### src/rtl/circuit_vector_sequencer.sv
// Exhaustive stimulus sequencer: walks every input vector of a small combinational
// circuit, captures its truth table and scores it against a golden table.
//
// state   | meaning
// --------+------------------------------------------------------------
// S_IDLE  | waiting for start_i; vec_out_o=0, results from last sweep held
// S_DRIVE | vec_out_o=idx held HOLD_CYCLES cycles, sampled on the last one
// S_DONE  | one-cycle done_o pulse, then back to S_IDLE
module circuit_vector_sequencer #(
   parameter int N_IN        = 3,
   parameter int N_OUT       = 2,
   parameter int HOLD_CYCLES = 20
) (
   input  logic                          clk,
   input  logic                          rst_n,
   input  logic                          start_i,
   input  logic                          abort_i,
   input  logic [(2**N_IN)*N_OUT-1:0]    exp_table_i,
   input  logic [N_OUT-1:0]              resp_in_i,
   output logic [N_IN-1:0]               vec_out_o,
   output logic                          busy_o,
   output logic                          done_o,
   output logic [(2**N_IN)*N_OUT-1:0]    table_out_o,
   output logic [N_IN:0]                 mismatch_cnt_o,
   output logic                          fail_o,
   output logic [N_IN-1:0]               first_fail_idx_o
);

   localparam int NVEC = 2**N_IN;
   localparam int TW   = NVEC*N_OUT;
   localparam int HW   = (HOLD_CYCLES > 1) ? $clog2(HOLD_CYCLES) : 1;
   localparam logic [HW-1:0]   HOLD_LAST = HW'(HOLD_CYCLES-1);
   localparam logic [N_IN-1:0] IDX_LAST  = N_IN'(NVEC-1);

   typedef enum logic [1:0] {S_IDLE, S_DRIVE, S_DONE} state_t;

   state_t            state_q, state_d;
   logic [N_IN-1:0]   idx_q, idx_d;
   logic [HW-1:0]     hold_q, hold_d;
   logic [N_IN-1:0]   vec_q, vec_d;
   logic [TW-1:0]     table_q, table_d;
   logic [N_IN:0]     mcnt_q, mcnt_d;
   logic              fail_q, fail_d;
   logic [N_IN-1:0]   ffi_q, ffi_d;

   always_ff @(posedge clk or negedge rst_n) begin
      if (!rst_n) begin
         state_q <= S_IDLE;
         idx_q   <= '0;
         hold_q  <= '0;
         vec_q   <= '0;
         table_q <= '0;
         mcnt_q  <= '0;
         fail_q  <= 1'b0;
         ffi_q   <= '0;
      end else begin
         state_q <= state_d;
         idx_q   <= idx_d;
         hold_q  <= hold_d;
         vec_q   <= vec_d;
         table_q <= table_d;
         mcnt_q  <= mcnt_d;
         fail_q  <= fail_d;
         ffi_q   <= ffi_d;
      end
   end

   always_comb begin
      state_d = state_q;
      idx_d   = idx_q;
      hold_d  = hold_q;
      vec_d   = vec_q;
      table_d = table_q;
      mcnt_d  = mcnt_q;
      fail_d  = fail_q;
      ffi_d   = ffi_q;
      case (state_q)
         S_IDLE: begin
            if (start_i) begin
               state_d = S_DRIVE;
               idx_d   = '0;
               hold_d  = '0;
               vec_d   = '0;
               table_d = '0;
               mcnt_d  = '0;
               fail_d  = 1'b0;
               ffi_d   = '0;
            end
         end
         S_DRIVE: begin
            if (hold_q == HOLD_LAST) begin
               table_d[idx_q*N_OUT +: N_OUT] = resp_in_i;
               if (resp_in_i != exp_table_i[idx_q*N_OUT +: N_OUT]) begin
                  mcnt_d = mcnt_q + 1'b1;
                  if (!fail_q) begin
                     fail_d = 1'b1;
                     ffi_d  = idx_q;
                  end
               end
               hold_d = '0;
               if (idx_q == IDX_LAST) begin
                  state_d = S_DONE;
                  vec_d   = '0;
               end else begin
                  idx_d = idx_q + 1'b1;
                  vec_d = idx_q + 1'b1;
               end
            end else begin
               hold_d = hold_q + 1'b1;
            end
            // Abort overrides the end-of-sweep transition but keeps the sample above.
            if (abort_i) begin
               state_d = S_IDLE;
               vec_d   = '0;
            end
         end
         S_DONE: state_d = S_IDLE;
         default: state_d = S_IDLE;
      endcase
   end

   assign vec_out_o        = vec_q;
   assign busy_o           = (state_q == S_DRIVE);
   assign done_o           = (state_q == S_DONE);
   assign table_out_o      = table_q;
   assign mismatch_cnt_o   = mcnt_q;
   assign fail_o           = fail_q;
   assign first_fail_idx_o = ffi_q;

endmodule

### config.mk
export PLATFORM = sky130hd
export DESIGN_NAME = circuit_vector_sequencer
export DESIGN_NICKNAME = d
export VERILOG_FILES = /design/src/rtl/circuit_vector_sequencer.sv
export SDC_FILE = /design/constraint.sdc
export NUM_CORES = 1
export LEC_CHECK = 0
export CORE_MARGIN = 2
export CORE_UTILIZATION = 35
export DETAILED_ROUTE_END_ITERATION = 10
export GPL_ROUTABILITY_DRIVEN = 0
export PLACE_DENSITY = 0.7
export SLEW_MARGIN = 20
export SYNTH_ARGS = -nofsm -noshare
export SYNTH_HDL_FRONTEND = slang
export SYNTH_SLANG_ARGS = --single-unit
### constraint.sdc
create_clock -name clk -period 5.6 [get_ports clk]
set_input_delay 1.12 -clock clk [delete_from_list [all_inputs] [get_ports clk]]
set_output_delay 1.12 -clock clk [all_outputs]
set_load 0.05 [all_outputs]
==> run metrics <==
outcome complete, no violations; Post-synth top flop dfrtp_1; initial antenna violation count 0; Synth area leader dfrtp_1; vias per cell 5.315; # diodes 0; CP Class reg -> out; Max Fclk 0.2886 GHz; Die W 79.89 µm; Synth cell types 45; Die Height 79.89 µm; final hold violations 0; hold_buf cts 0; clk slew on worst S/H paths 0.07 ns; post-detailed-placement half-perimeter wirelength 3.657 mm; Final Cell Area 2658 µm²; unrepaired setup endpoints after global routing false; Final period util 61.88%; number of H-tree levels 2; final-stage net count 270; post-layout min period 3.465 ns; DP Cell Count 304; Starting Density 36.38%; cts bufs inserted 5; Mapped Cells 186; CP Data Arrival Time 2.35 ns; ranking of synthesized cells by area dfrtp_1, ha_1, o2bb2ai_1; total power 726.3 µW; CTS Sinks 37; io pins 51; r2r worst-path depth 7; row cnt 27; CTS resizes 0; Synthesis Warnings 0; max_cap viols 0; drt wl/cell 15.47 µm; ys async rst share 100.0%; Layout area overhead 31.84%; average size of a mapped cell 10.84 µm²; layout cell share with drive strength beyond 1 6.695%; Power Density 273.3 nW/µm²; total grt overflow 0; IR drop worst, VDD 125.6 µV; CTS Root Cell clkbuf_8; Worst slew margin 50.18%; starting DRC count in detailed routing 120; Yosys reg bits 37; Hold Path Stages 1; DRC Markers 0; setup_tns 0 ns; HP Class reg -> reg; first-pass GRT wire length 8.148 mm; sequential share of the synthesized area 45.93%; critical path depth in cells 3; Synth top area share 45.93%; core area 5540 µm²; port bufs 50; Post-Layout Cell Count 311; Post-synth EDFFs 0; Initial DRT Pass Iterations 4; Slew Viols, Final 0; Post-Syn Nets 217; CP max FO 20; CTS tree yes; Setup violations, final 0; Lkg Pwr 0.001088 µW; skew final 0.002578 ns; crit end category primary output; Post-Syn Area 2016 µm²; CP top delay family buffers and inverters; crit-path max cell delay 0.85 ns; Least-Margin Pin Slew 0.7473 ns; Die ar. 6382 µm²; Detailed Route WL 4.812 mm; Critical path buffers and inverters 2; worst skew pair latency 0.29 ns; Global Route Usage Sum 16.71%; vias in the first global route 1663; CP Cell Sequence nand2b_1, inv_2, clkdlybuf4s50_1; largest net degree at the start of global routing 38; slowest cell on the critical path clkdlybuf4s50_1; critical path required time 4.48 ns; Routed Antenna Nets 0; Max Root-Sink Buffers 2; via count 1653; type of origin of the critical path flip-flop; DP Area 2571 µm²; # Post-CTS Setup Buffers 0
==> final timing paths <==
path                                startpoint                end  slack [ns]
worst min register to register  table_out_o[4]     table_out_o[4]        0.49
worst min-delay path            table_out_o[4]     table_out_o[4]        0.49
worst max register to register        idx_q[0]     table_out_o[8]        2.80
max in group asynchronous                rst_n  mismatch_cnt_o[1]        4.02
min in group asynchronous                rst_n    table_out_o[10]        1.25
worst max-delay path                state_q[1]             busy_o        2.13
==> cell families after synthesis <==
family	count (synthesis)	synth area share, %
compound gates	55	20.30
xor+xnor	3	1.676
fa+ha+maj	9	5.587
buf+inv	18	4.530
flops	37	45.93
mux	9	8.007
simple gates	55	13.97
==> registers in the layout, indices dropped and copies added (netlist names) <==
| register | cells |
|---|---|
| table_out_o | 16 |
| hold_q | 5 |
| mismatch_cnt_o | 4 |
| first_fail_idx_o | 3 |
| idx_q | 3 |
| vec_out_o | 3 |
| state_q | 2 |
| fail_o | 1 |
==> per-stage QoR <==
step | util, % | setup slack (ns) | hold WS (ns)
after floorplan | - | 3.043 | 0.4851
after global placement | 46.41 | 2.340 | 0.4761
after detailed placement | 46.41 | 2.330 | 0.4798
after CTS | 47.97 | 2.114 | 0.4953
after global routing | 47.97 | 1.992 | 0.5022
final | 47.97 | 2.135 | 0.4944
==> power by group <==
group | internal [µW] | switching, µW | leakage, µW
Clock | 97.5 | 87.8 | 0.0000443
Combinational | 86.0 | 138 | 0.000540
Sequential | 294 | 23.3 | 0.000504
==> cell usage in the layout (no fill, tap or decap), types with 2 or more instances in the layout <==
cell type,Yosys,routed
clkdlybuf4s50_1,0,50
dfrtp_1,37,37
nand2_1,21,21
inv_1,12,12
o2bb2ai_1,12,12
o21ai_0,12,12
ha_1,9,9
nor2_1,8,8
clkbuf_8,0,6
a22o_1,5,5
nand3_1,5,5
nand2b_1,4,4
a21oi_1,4,4
o211ai_1,4,4
nor3_1,3,3
a21o_1,3,3
and3_1,3,3
mux2i_1,3,3
o2111ai_1,3,3
nor2b_1,2,2
o21bai_1,2,2
nand4_1,2,2
mux4_1,2,2
xnor2_1,2,2
mux4_2,2,2
a22oi_1,2,2
a32o_1,2,2
==> Yosys cell counts (2+ instances only) <==
library cell,n
a32o_1,2
nand4_1,2
mux4_2,2
dfrtp_1,37
nand2_1,21
nor2b_1,2
mux4_1,2
ha_1,9
xnor2_1,2
nand3_1,5
nor3_1,3
a21oi_1,4
o2111ai_1,3
a22o_1,5
o211ai_1,4
o21ai_0,12
buf_6,3
and3_1,3
o21bai_1,2
o2bb2ai_1,12
nor2_1,8
inv_1,12
nand2b_1,4
a22oi_1,2
mux2i_1,3
a21o_1,3
==> metal layers <==
| metal | vias up | part of all wire [%] | global-route usage (%) |
|---|---|---|---|
| li1 | 796 | - | - |
| met1 | 808 | 44 | 22.08 |
| met2 | 42 | 50 | 26.92 |
| met3 | 7 | 5.4 | 3.959 |
| met4 | 0 | 1.5 | 5.593 |
| met5 | - | 0 | 0 |
==> area by class of cell <==
| cell class | instances | area [µm²] |
|---|---|---|
| clock buffers | 7 | 86.33 |
| fillers | 551 | 2883 |
| inverters | 13 | 48.80 |
| multi-input cells | 131 | 998.5 |
| flip-flops and latches | 37 | 925.9 |
| well taps | 72 | 90.09 |
| repair buffers | 51 | 508.0 |
(Power assumes the default switching activity.)
